[config.mk]
export PLATFORM = sky130hd
export DESIGN_NAME = axis_rr_arbiter
export DESIGN_NICKNAME = d
export VERILOG_FILES = /design/src/rtl/axis_pkg.sv /design/src/rtl/rr_pick.sv /design/src/rtl/axis_rr_arbiter.sv
export SDC_FILE = /design/constraint.sdc
export NUM_CORES = 1
export LEC_CHECK = 0
export ABC_AREA = 1
export ABC_CLOCK_PERIOD_IN_PS = 2800
export BUFFER_PORTS_ARGS = -buffer_cell sky130_fd_sc_hd__buf_4
export CAP_MARGIN = 5
export CORE_ASPECT_RATIO = 1.5
export CORE_MARGIN = 5
export CORE_UTILIZATION = 54
export DETAILED_ROUTE_END_ITERATION = 10
export GPL_ROUTABILITY_DRIVEN = 0
export PLACE_DENSITY_LB_ADDON = 0.08
export SLEW_MARGIN = 20
export SYNTH_ARGS = -nofsm -noshare
export SYNTH_HDL_FRONTEND = slang
export SYNTH_SLANG_ARGS = --single-unit
[constraint.sdc]
create_clock -name clk -period 2.8 [get_ports clk]
set_input_delay 0.14 -clock clk [delete_from_list [all_inputs] [get_ports clk]]
set_output_delay 0.14 -clock clk [all_outputs]
set_load 0.01 [all_outputs]
[src/rtl/axis_pkg.sv]
// Shared definitions for the AXI-Stream round-robin arbiter: data width default,
// FSM state encoding and a width helper for index signals.
package axis_pkg;

   localparam int DATA_W_DEF = 8;

   typedef enum logic {
      ST_IDLE = 1'b0,
      ST_LOCK = 1'b1
   } state_t;

   // Minimum of 1 so a select signal always has at least one bit.
   function automatic int clog2(input int n);
      int w;
      w = 1;
      while ((1 << w) < n) w++;
      return w;
   endfunction

endpackage

[src/rtl/rr_pick.sv]
// Combinational round-robin pick: rotate requests so the search starts just after
// last_grant, take the lowest set bit, then rotate the index back.
module rr_pick
   import axis_pkg::*;
#(
   parameter int  N_SRC = 4,
   localparam int GW    = clog2(N_SRC)
) (
   input  logic [N_SRC-1:0] req,
   input  logic [GW-1:0]    last_grant,
   output logic             any_req,
   output logic [GW-1:0]    winner
);

   logic [N_SRC-1:0] rot;
   logic [GW-1:0]    offset;

   // NOTE: every variable driven here gets a default first, so no path leaves it unassigned and no latch is inferred.
   always_comb begin
      rot = '0;
      for (int i = 0; i < N_SRC; i++)
         rot[i] = req[GW'((int'(last_grant) + 1 + i) % N_SRC)];
   end

   always_comb begin
      offset = '0;
      for (int i = N_SRC - 1; i >= 0; i--)
         if (rot[i]) offset = GW'(i);
   end

   assign any_req = |req;
   assign winner  = GW'((int'(last_grant) + 1 + int'(offset)) % N_SRC);

endmodule

[src/rtl/axis_rr_arbiter.sv]
// Packet-granular round-robin arbiter sharing one AXI-Stream sink among N_SRC masters.
// A grant is held until the owner's tlast beat handshakes; one IDLE bubble follows.
module axis_rr_arbiter
   import axis_pkg::*;
#(
   parameter int  N_SRC  = 4,
   parameter int  DATA_W = DATA_W_DEF,
   parameter int  CNT_W  = 16,
   localparam int GW     = clog2(N_SRC)
) (
   input  logic                    clk,
   input  logic                    resetn,
   input  logic [N_SRC-1:0]        s_tvaild,
   input  logic [N_SRC*DATA_W-1:0] s_tdata,
   input  logic [N_SRC-1:0]        s_tlast,
   output logic [N_SRC-1:0]        s_tready,
   output logic                    m_tvaild,
   output logic [DATA_W-1:0]       m_tdata,
   output logic                    m_tlast,
   input  logic                    m_tready,
   output logic [GW-1:0]           grant_id,
   output logic                    busy,
   output logic                    pkt_done,
   output logic [CNT_W-1:0]        pkt_beats,
   output logic [CNT_W-1:0]        pkt_cnt
);

   state_t           state, state_nxt;
   logic [GW-1:0]    last_grant;
   logic [GW-1:0]    winner;
   logic             any_req;
   logic [CNT_W-1:0] beat_cnt;
   logic             beat;
   logic             last_beat;

   rr_pick #(.N_SRC(N_SRC)) u_pick (
      .req        (s_tvaild),
      .last_grant (last_grant),
      .any_req    (any_req),
      .winner     (winner)
   );

   always_comb begin
      state_nxt = state;
      m_tvaild  = 1'b0;
      m_tdata   = '0;
      m_tlast   = 1'b0;
      s_tready  = '0;
      case (state)
         ST_IDLE: begin
            if (any_req) state_nxt = ST_LOCK;
         end
         ST_LOCK: begin
            // Constant-index mux keeps the pass-through free of variable part-selects.
            for (int i = 0; i < N_SRC; i++) begin
               if (GW'(i) == grant_id) begin
                  m_tvaild    = s_tvaild[i];
                  m_tdata     = s_tdata[i*DATA_W +: DATA_W];
                  m_tlast     = s_tlast[i];
                  s_tready[i] = m_tready;
               end
            end
            if (m_tvaild && m_tready && m_tlast) state_nxt = ST_IDLE;
         end
         default: state_nxt = ST_IDLE;
      endcase
   end

   assign beat      = (state == ST_LOCK) && m_tvaild && m_tready;
   assign last_beat = beat && m_tlast;
   assign busy      = (state == ST_LOCK);

   // NOTE: registers use non-blocking assignments so every flop samples pre-edge values regardless of block order.
   always_ff @(posedge clk or negedge resetn) begin
      if (!resetn) state <= ST_IDLE;
      else         state <= state_nxt;
   end

   always_ff @(posedge clk or negedge resetn) begin
      if (!resetn) begin
         grant_id   <= '0;
         last_grant <= GW'(N_SRC - 1);
      end else begin
         if (state == ST_IDLE && any_req) grant_id <= winner;
         if (last_beat) last_grant <= grant_id;
      end
   end

   // Beat counter saturates; a saturated packet reports the saturated count.
   always_ff @(posedge clk or negedge resetn) begin
      if (!resetn) begin
         beat_cnt  <= '0;
         pkt_beats <= '0;
         pkt_cnt   <= '0;
         pkt_done  <= 1'b0;
      end else begin
         pkt_done <= last_beat;
         if (last_beat) begin
            beat_cnt  <= '0;
            pkt_beats <= (&beat_cnt) ? beat_cnt : beat_cnt + CNT_W'(1);
            pkt_cnt   <= pkt_cnt + CNT_W'(1);
         end else if (beat && !(&beat_cnt)) begin
            beat_cnt <= beat_cnt + CNT_W'(1);
         end
      end
   end

endmodule

* Word-level counts from Yosys, hierarchy flattened
Cells that the tools add are included.
** Storage, ports and cells
- Register bits after elaboration :: 54
- Input port bits :: 43
- Output and inout port bits :: 50
- Word-level logic and storage cells :: 78
** Cells by class
- Add/sub/neg operators :: 7
- Order comparisons :: 4
- Equal/unequal tests :: 3
- Muxes and demuxes :: 44
- Bitwise gates (word level) :: 1
- Reductions and logical operators :: 12
** Operator list (count)
- $mux 16 :: 3
- $mux 8 :: 5
- $add 16x1->16 const B :: 2
- $mux 1 :: 26
- $lt 2x4->1 const B :: 4
- $reduce_and 16->1 :: 1
- $bmux 1 s2 :: 4
- $mux 2 :: 4
- $logic_and 1x1->1 :: 7
- $add 2x1->2 const B :: 2
- $add 2x2->2 const B :: 2
- $eq 2x2->1 const A :: 2
- $mux 4 :: 1
- $reduce_or 4->1 :: 1
- $add 2x2->2 :: 1
- $eq 1x2->1 const A :: 1
- $logic_not 2->1 :: 1
- $pmux 1 s2 :: 1
- $reduce_bool 2->1 :: 1
- $logic_not 1->1 :: 1
- $not 1->1 :: 1

* Logic depth before layout (Yosys ltp)
Gate-level depths: netlist of the first run.
- Depth in word-level cells :: 12
- Gate-level depth with buffers :: 12
- Mapped depth without buffers :: 12

* By module
A second synthesis of the first run with hierarchy kept.
** Unflattened totals
- Cells, all modules :: 519
- Area, all modules :: 3549.7 um2
** By module, submodules not included
- axis_rr_arbiter :: instances 1, cells an instance 462, area each 3280.6 um2, seq. area each 1353.8 um2
- rr_pick :: instances 1, cells an instance 57, area each 269.0 um2, seq. area each 0.0 um2

* Least setup slack after synthesis of the first run
Ideal clock, no wire load.
- Path kind :: register to register
- Start :: reg beat_cnt[0]
- End :: reg beat_cnt[12]
- Setup time :: 0.118 ns
- Data arrival time :: 1.637 ns
- Required time :: 2.682 ns
- Path slack :: 1.045 ns
- Stages on the path, launching flop included :: 12
- Buffers on the path :: 1
- Clock period less this slack :: 1.755 ns
- Cell sequence :: dfrtp_1 ha_1 nand2_1 nor2_1 nand2_1 nor2_4 inv_1 nand3_2 inv_2 buf_6 nand3_1 nand2_1
** On the way
- Cells in the longest elaborated chain, start to end :: 4
- Elaborated cells on any way between the ends :: 7
- Those cells by class :: add/sub (1); mux (2); reduce/logical (4)
** Ends and longest elaborated chain
- from (decl) :: line axis_rr_arbiter.sv:32 : logic [CNT_W-1:0] beat_cnt;
- from (signal assigned) :: line axis_rr_arbiter.sv:103 : beat_cnt <= beat_cnt + CNT_W'(1);
- parallel branches: the longest is 4 deep, another holds $add 16x1->16
Several ways; the timed one is not identified. The select of a mux whose other input is x is not followed.
A chain may end at the register's enable or synchronous reset.

* Worst setup path after layout of the first run
- Start :: reg grant_id[1]
- End :: out m_tlast
** On the way
- Cells in the longest elaborated chain, start to end :: 7
- Elaborated cells on any way between the ends :: 10
- Those cells by class :: eq/ne (3); mux (6); reduce/logical (1)
** Ends and longest elaborated chain
- from (decl) :: line axis_rr_arbiter.sv:21 : output logic [GW-1:0] grant_id,
- from (signal assigned) :: line axis_rr_arbiter.sv:84 : if (state == ST_IDLE && any_req) grant_id <= winner;
- $logic_not 2->1 :: line axis_rr_arbiter.sv:56 : if (GW'(i) == grant_id) begin
- $mux 1 (3 in series) :: line axis_rr_arbiter.sv:56
- $mux 1 * :: line axis_rr_arbiter.sv:56
- $mux 1 * (2 in series) :: line axis_rr_arbiter.sv:49 : case (state)
- to (decl) :: line axis_rr_arbiter.sv:19 : output logic m_tlast,
Mark *: on every way between the ends. The rest lies on a longest branch, timed or not. The select of a mux whose other input is x is not followed.

==> results_dict.tcl, run 1 <==
set metrics [dict create \
    r2r_start "grant_id[1]$_DFFE_PN0P_" \
    ant_nets 0 \
    antenna_found_initial 0 \
    synth.cell_area_um2 3320 \
    grtUsageMet3_pct 3.97 \
    cts_tree "yes" \
    drive_above_1_share_pct 20.7 \
    cp-start-kind "register" \
    track_usage_pct 23.9 \
    fin_hold_ws_ps 168 \
    max_freq_mhz 446 \
    slew_headroom_pct 54.7 \
    final_nets 600 \
    clkSinkCount 54 \
    yosysWarnings 0 \
    finClkSkew_ps 11.0 \
    rsz0062_at_grt "no" \
    crit_path_max_fanout 17 \
    peakVddDrop_mv 0.476 \
    synth_top_family_by_area "simple AND/OR/NAND/NOR gates" \
    worst_hold_path_type "input pin to register" \
    synth_edf_count 0 \
    synthAdderAreaFrac_pct 1.13 \
    synth_area_per_cell_um2 7.16 \
    hp-start "s_tvaild[1]" \
    dp_cells 620 \
    cts_max_level 2 \
    dieArea_um2 7860 \
    cp.required_ps 2660 \
    crit_top_cell "buf_4" \
    fp-row-count 35 \
    grtUsageMet1_pct 27.7 \
    syn-num-nets 510 \
    cts_root_buffer "clkbuf_8" \
    slew_violations 0 \
    ys_async_sr_fraction_pct 100 \
    crit_buf_inv 3 \
    synthMuxAreaShare_pct 0 \
    grt_overflow 0 \
    final_common_cell "nand2_1" \
    worstSetupEndpointType "output port" \
    slowest_stage "dfrtp_1" \
    ys_seq_area_share_pct 40.7 \
    initial_core_util_pct 54.6 \
    crit_family "buffers and inverters" \
    met2_usage_pct 42.7 \
    drc 0 \
    crit_path_start "grant_id[1]$_DFFE_PN0P_" \
    dieHeight_um 106 \
    vias 3361 \
    io_pins 93 \
    clock_latency_ps 310 \
    portBuffers 92 \
    power_leakage_uw 0.00221 \
    wl_um 9130 \
    drv_cap 0 \
    hold_viol 0 \
    fin_crit_sh_pct 80.0 \
    critPathMaxStageDelay_ps 530 \
    fin_crit_ps 2240 \
    critPathKind "register to output port" \
    core_um2 6090 \
    hpwl_um 6900 \
    stdcell_count 629 \
    syn_inst 464 \
    avgRoutedWirePerCell_um 14.5 \
    synthXorXnorAreaFrac_pct 6.85 \
    worstPathCellList "inv_1 -> nand2_2 -> o22ai_1 -> o21a_1 -> buf_4 -> nor2_1 -> buf_4" \
    syn_to_final_growth_pct 25.5 \
    grt_pass1_vias 3225 \
    clock_path_buffers 2 \
    busiest_layer "met2" \
    synthFlopType "dfrtp_1" \
    tritoncts.num_buffers 5 \
    drt_iter0_drc 164 \
    status "finished, final reports clean" \
    cp.arrival_ps 2100 \
    fp.dieW_um 74.1 \
    synthDistinctLibCells 32 \
    synth-seq-cells 54 \
    antenna_cells 0 \
    path_clk_slew_ps 100 \
    power_density_nw_per_um2 784 \
    grt_start_max_net_pins 55 \
    grt_pass1_wl_um 15000 \
    synthSimpleGateAreaFrac_pct 34.8 \
    worst_slew_pin_slew_ps 680 \
    layout_common_cells "159 x nand2_1, 96 x buf_4, 61 x nand3_1" \
    dr.pass1.iters 4 \
    synth_compound_area_share_pct 9.07 \
    fin_setup_tns_ps 0 \
    finalSetupViolCount 0 \
    vias_per_cell 5.34 \
    cts_resized 0 \
]
[where the power goes]
| part | internal, uW | total [uW] | switching [uW] |
|---|---|---|---|
| logic | 647 | 1670 | 1020 |
| clock network | 267 | 533 | 266 |
| registers | 909 | 1070 | 163 |
[area by class of cell]
class	count	area, um^2
Clock buffer	6	72.6
Sequential cell	54	1350
Clock inverter	2	37.5
Fill cell	549	1920
Tap cell	74	92.6
Timing Repair Buffer	97	731
Inverter	43	161
Multi-Input combinational cell	353	1720
[layer usage]
layer	wire, um	vias to the layer above
li1	-	1679
met1	3430	1539
met2	4700	122
met3	748	21
met4	253	0
met5	0	-
[timing repair]
action	CTS	global route
endpoints found under the hold margin	52	0
setup buffers	0	0
hold buffers	1	0
[state kept, by name, summed over array words and instances, names as in the netlist]
signal and flops:
beat_cnt 16, busy 1, grant_id 2, last_grant 2
pkt_beats 16, pkt_cnt 16, pkt_done 1
[synth_stat cells (all sizes together) (5+ instances only)]
master / count / area share, %
xnor2: 10 / 2.6
o21ai: 43 / 6.5
a21oi: 7 / 1.1
xor2: 16 / 4.2
nand3: 62 / 9.5
nor3: 9 / 1.5
dfrtp: 52 / 39
inv: 41 / 4.6
nand2: 162 / 19
buf: 11 / 2.3
nand4: 5 / 0.94
nor2: 26 / 3.7
[per-stage QoR]
stage	util, %	worst slack [ps]	total power, uW	instance area [um^2]
final	68.5	559	3270	4170
after detailed placement	66.5	594	2760	4050
after CTS	68.5	549	3300	4170
after global placement	66.5	707	2720	4050
after global routing	68.5	283	3540	4170
after floorplan	-	1050	2130	3320
[worst paths after layout]
kind,endpoint,slack (ps),cells past startpoint
max in group asynchronous,beat_cnt[12]$_DFFE_PN0P_,1930,2
min in group asynchronous,pkt_done$_DFF_PN0_,400,2
max reg2reg,beat_cnt[12]$_DFFE_PN0P_,580,9
min,busy$_DFF_PN0_,170,3
min reg2reg,pkt_beats[5]$_DFFE_PN0P_,480,2
max,m_tlast,560,7
[kinds of logic (layout without fill, tap and decap cells)]
logic type	after synthesis	in the layout
AOI/OAI and AO/OA	57	57
xor gates and xnor gates	26	26
adders and majority gates	3	3
buffers and inverters	57	148
DFF	54	54
and+or+nand+nor	267	267
[worst reg2reg max path: stages (launching register included)]
cell and delay, ps:
dfrtp_1 530, inv_1 250, nand2_2 120, o221ai_1 200, nand2_1 140, nand2_2 140
nor2_8 50, inv_2 480, nand3_1 160, nand2_1 100
Power figures use the tool's default switching activity.
==> inputs of run 2 (changes only) <==
--- a/config.mk
+++ b/config.mk
@@ -6,12 +6,12 @@
 export NUM_CORES = 1
 export LEC_CHECK = 0
 export ABC_AREA = 1
-export ABC_CLOCK_PERIOD_IN_PS = 2800
+export ABC_CLOCK_PERIOD_IN_PS = 2200
 export BUFFER_PORTS_ARGS = -buffer_cell sky130_fd_sc_hd__buf_4
 export CAP_MARGIN = 5
 export CORE_ASPECT_RATIO = 1.5
 export CORE_MARGIN = 5
-export CORE_UTILIZATION = 54
+export CORE_UTILIZATION = 53
 export DETAILED_ROUTE_END_ITERATION = 10
 export GPL_ROUTABILITY_DRIVEN = 0
 export PLACE_DENSITY_LB_ADDON = 0.08
==> constraint.sdc (replaced) <==
create_clock -name clk -period 2.2 [get_ports clk]
set_input_delay 0.11 -clock clk [delete_from_list [all_inputs] [get_ports clk]]
set_output_delay 0.11 -clock clk [all_outputs]
set_load 0.01 [all_outputs]
==> results_dict.tcl, run 2 (same netlist as run 1, synthesis figures left out) <==
set metrics [dict create \
    power_frac_comb_pct 53.4 \
    fin_crit_sh_pct 93.4 \
    worstReg2RegEnd "pkt_cnt[2]$_DFFE_PN0P_" \
    antenna_found_initial 0 \
    cp-start-kind "register" \
    wl_um 9090 \
    grt_start_max_net_pins 55 \
    reg2reg_slack_ps 250 \
    track_usage_pct 23.6 \
    antenna_cells 0 \
    grt_pass1_wl_um 15000 \
    fp-row-count 35 \
    vias_per_cell 5.33 \
    fin_setup_tns_ps 0 \
    place_area_um2 4090 \
    initial_core_util_pct 54.2 \
    final_nets 604 \
    hold_viol 0 \
    slew_violations 0 \
    clock_path_buffers 2 \
    avgRoutedWirePerCell_um 14.4 \
    hp-start "s_tvaild[1]" \
    cts_setup_buffers 0 \
    path_clk_slew_ps 90 \
    fin_crit_ps 2050 \
    min_to "busy$_DFF_PN0_" \
    clock_latency_ps 310 \
    r2r_start "grant_id[0]$_DFFE_PN0P_" \
    seq_power_share_pct 32.6 \
    finalSetupViolCount 0 \
    syn_to_final_growth_pct 26.4 \
    layout_common_cells "159 x nand2_1, 98 x buf_4, 61 x nand3_1" \
    cp.required_ps 2090 \
    hpwl_um 6930 \
    worst_slew_pin_slew_ps 673 \
    whs_path_depth 3 \
    worstSetupEndpointType "output port" \
    cp.arrival_ps 1940 \
    status "finished, final reports clean" \
    worst_hold_path_type "input pin to register" \
    drt_iter0_drc 181 \
    final_common_cell "nand2_1" \
    cts_max_level 2 \
    swShare_pct 44.9 \
    power_frac_clock_pct 14.0 \
    ant_nets 0 \
    portBuffers 92 \
    p_int_uw 2290 \
    grt_pass1_vias 3350 \
    critPathKind "register to output port" \
    clkSinkCount 54 \
    fin_hold_ws_ps 138 \
    fp.dieW_um 74.7 \
    power_density_nw_per_um2 991 \
    grt_overflow 0 \
    cts_tree "yes" \
    cts_root_buffer "clkbuf_8" \
    drive_above_1_share_pct 21.6 \
    io_pins 93 \
    dieHeight_um 107 \
    p_switching_uw 1870 \
    max_freq_mhz 487 \
    crit_path_max_fanout 17 \
    post-route-cell-area_um2 4200 \
    peakVddDrop_mv 0.507 \
    core_um2 6130 \
    finClkSkew_ps 10.2 \
    vias 3376 \
    top_regs "beat_cnt (16), pkt_beats (16), pkt_cnt (16)" \
    fillers 571 \
    dr.pass1.iters 5 \
    slew_headroom_pct 55.1 \
    drc 0 \
    dieArea_um2 7990 \
    rsz0062_at_grt "no" \
    drv_cap 0 \
    reg2regPathDepth 10 \
    tritoncts.num_buffers 5 \
    power_leakage_uw 0.00223 \
]
[run 2: layout make-up]
type | count | area (um^2) | share of cell area, %
Clock buffer | 7 | 86.3 | 2.06
Clock inverter | 1 | 5.00 | 0.119
Inverter | 43 | 161 | 3.84
Multi-Input combinational cell | 353 | 1720 | 41.0
Sequential cell | 54 | 1350 | 32.2
Tap cell | 74 | 92.6 | 2.21
Timing Repair Buffer | 101 | 777 | 18.5
[run 2: through the flow]
stage	util (%)	instances	setup WS [ps]	power (uW)
floorplan	-	464	445	2710
global placement	66.8	624	305	3540
detailed placement	66.8	624	227	3590
CTS	68.4	633	21.7	4160
global route	68.5	633	39.9	4480
finish	68.5	633	146	4160
[run 2: what timing repair did]
action | in CTS | in global routing
endpoints found under the setup margin | 0 | 1
endpoints found under the hold margin | 52 | 0
hold buffers | 1 | 0
gates resized for setup | 0 | 3
[run 2: power groups by stage]
stage	Clock (uW)	Sequential, uW	Combinational, uW
final	581	1360	2220
after global routing	631	1380	2470
after floorplan	0	1380	1330
after CTS	588	1360	2220
after detailed placement	0	1380	2210
after global placement	0	1370	2170
[run 2: how the worst max path moves through the flow]
stage,start,to,slack [ps],cells after the start
after floorplan,beat_cnt[0]$_DFFE_PN0P_,beat_cnt[12]$_DFFE_PN0P_,450,11
after global placement,grant_id[0]$_DFFE_PN0P_,pkt_cnt[2]$_DFFE_PN0P_,300,10
after detailed placement,grant_id[1]$_DFFE_PN0P_,beat_cnt[1]$_DFFE_PN0P_,230,10
after CTS,grant_id[0]$_DFFE_PN0P_,m_tlast,20,7
after global routing,grant_id[0]$_DFFE_PN0P_,m_tlast,40,7
final,grant_id[0]$_DFFE_PN0P_,m_tlast,150,7
[run 2: critical path, cell delays in order (launching register included)]
cell and delay, ps:
dfrtp_1 490, inv_2 190, nand2_1 120, o22ai_1 200, o21a_2 220, buf_6 210
nor2_1 60, buf_4 150
[run 2: metal layers]
metal	share of wire, %	GRT usage [%]
met1	38	25.5
met2	53	44.1
met3	7.6	4.50
met4	1.7	7.76
met5	0	0
==> inputs of run 3 (changes only) <==
--- a/config.mk
+++ b/config.mk
@@ -7,11 +7,11 @@
 export LEC_CHECK = 0
 export ABC_AREA = 1
 export ABC_CLOCK_PERIOD_IN_PS = 2200
-export BUFFER_PORTS_ARGS = -buffer_cell sky130_fd_sc_hd__buf_4
-export CAP_MARGIN = 5
+export BUFFER_PORTS_ARGS = -buffer_cell sky130_fd_sc_hd__buf_2
 export CORE_ASPECT_RATIO = 1.5
 export CORE_MARGIN = 5
 export CORE_UTILIZATION = 53
+export CTS_BUF_LIST = sky130_fd_sc_hd__clkbuf_16
 export DETAILED_ROUTE_END_ITERATION = 10
 export GPL_ROUTABILITY_DRIVEN = 0
 export PLACE_DENSITY_LB_ADDON = 0.08
==> results_dict.tcl, run 3 (same netlist as run 1, synthesis figures left out) <==
set metrics [dict create \
    clock_latency_ps 290 \
    dieArea_um2 7990 \
    core_um2 6130 \
    vias 3434 \
    hpwl_um 6620 \
    place_area_um2 3890 \
    power_leakage_uw 0.00223 \
    fin_hold_ws_ps 201 \
    hold_viol 0 \
    tritoncts.num_buffers 5 \
    critPathKind "register to output port" \
    fin_crit_sh_pct 95.9 \
    cp-start-kind "register" \
    drc 0 \
    clkSinkCount 54 \
    fp-row-count 35 \
    slew_headroom_pct 68.8 \
    avgRoutedWirePerCell_um 14.3 \
    fp.dieW_um 74.7 \
    slowest_stage "dfrtp_1" \
    grt_start_max_net_pins 55 \
    io_pins 93 \
    final_common_cell "nand2_1" \
    peakVddDrop_mv 0.771 \
    power.total_uw 4300 \
    wl_um 9050 \
    vias_per_cell 5.42 \
    cts_setup_buffers 0 \
    drt_iter0_drc 181 \
    finalSetupViolCount 0 \
    slew_violations 0 \
    power_density_nw_per_um2 1060 \
    dieHeight_um 107 \
    final_nets 604 \
    fin_crit_ps 2110 \
    dr.pass1.iters 5 \
    cp.arrival_ps 2000 \
    worst_slew_pin_slew_ps 463 \
    initial_core_util_pct 54.2 \
    worst_hold_path_type "input pin to register" \
    syn_to_final_growth_pct 22.4 \
    track_usage_pct 23.0 \
    top_regs "beat_cnt (16), pkt_beats (16), pkt_cnt (16)" \
    path_clk_slew_ps 70 \
    ant_nets 0 \
    fin_util_pct 66.3 \
    cts_max_level 2 \
    portBuffers 92 \
    critPathMaxStageDelay_ps 480 \
    finClkSkew_ps 7.63 \
    clock_path_buffers 2 \
    drv_cap 0 \
    cp.required_ps 2090 \
    max_freq_mhz 474 \
    cts_root_buffer "clkbuf_16" \
    antenna_cells 0 \
    crit_path_max_fanout 17 \
    grt_pass1_wl_um 14600 \
    worstSetupEndpointType "output port" \
    status "finished, final reports clean" \
    grt_overflow 0 \
    layout_common_cells "159 x nand2_1, 92 x buf_2, 61 x nand3_1" \
    post-route-cell-area_um2 4070 \
    antenna_found_initial 0 \
    worstPathCellList "inv_2 -> nand2_1 -> o22ai_1 -> o21a_1 -> buf_6 -> nor2_1 -> buf_2" \
    drive_above_1_share_pct 21.8 \
    crit_buf_inv 3 \
    dp_cells 624 \
    cts_tree "yes" \
    grt_pass1_vias 3333 \
    crit_family "buffers and inverters" \
    stdcell_count 633 \
]
-- run 3: final cells by class --
class	instances	area [um^2]
flip-flops and latches	54	1360
multi-input cells	353	1720
fillers	550	2060
repair buffers	101	572
clock buffers	5	125
inverters	43	161
clock inverters	3	40.0
well taps	74	92.6
-- run 3: where the power goes --
group          leakage [uW]  switching [uW]  internal [uW]
registers          0.000725             198           1160
clock network     0.0000836             354            533
logic               0.00142            1330            725
-- run 3: worst register-to-register path: stages (launching register included) --
cell and delay (ps):
dfstp_2 600, clkinv_1 220, nand2_1 110, nand2_1 110, nand2_1 80, nand2_1 70, nand3_1 60, a21boi_0 100
ha_1 210, inv_1 50, nand3_1 70, nand3_1 90, nand2_1 50
-- run 3: layer usage --
| layer | vias to the layer above | GRT usage [%] | wire length [um] |
|---|---|---|---|
| met4 | 0 | 8.14 | 199 |
| met2 | 145 | 43.1 | 4740 |
| li1 | 1703 | - | - |
| met5 | - | 0 | 0 |
| met3 | 19 | 3.85 | 732 |
| met1 | 1567 | 25.1 | 3380 |
-- run 3: final timing paths --
kind | cells after the start | from | slack (ps) | endpoint
min reg2reg | 2 | pkt_beats[2]$_DFFE_PN0P_ | 470 | pkt_beats[2]$_DFFE_PN0P_
min | 3 | s_tvaild[1] | 200 | busy$_DFF_PN0_
min in group asynchronous | 3 | resetn | 340 | pkt_cnt[8]$_DFFE_PN0P_
max | 7 | grant_id[0]$_DFFE_PN0P_ | 90 | m_tlast
max reg2reg | 12 | last_grant[0]$_DFFE_PN1P_ | 290 | grant_id[1]$_DFFE_PN0P_
max in group asynchronous | 3 | resetn | 1550 | last_grant[1]$_DFFE_PN1P_
-- run 3: stage by stage --
| step | setup TNS (ps) | setup slack [ps] |
|---|---|---|
| 2_1_floorplan | 0 | 445 |
| 3_3_place_gp | 0 | 333 |
| 3_5_place_dp | 0 | 264 |
| 4_1_cts | 0 | 103 |
| 5_1_grt | -31.9 | -31.9 |
| 6_report | 0 | 89.6 |
-- run 3: repair_timing --
item | CTS | global route
resized for setup | 0 | 3
hold endpoints to repair | 52 | 0
setup endpoints to repair | 0 | 1
hold buffers | 1 | 0
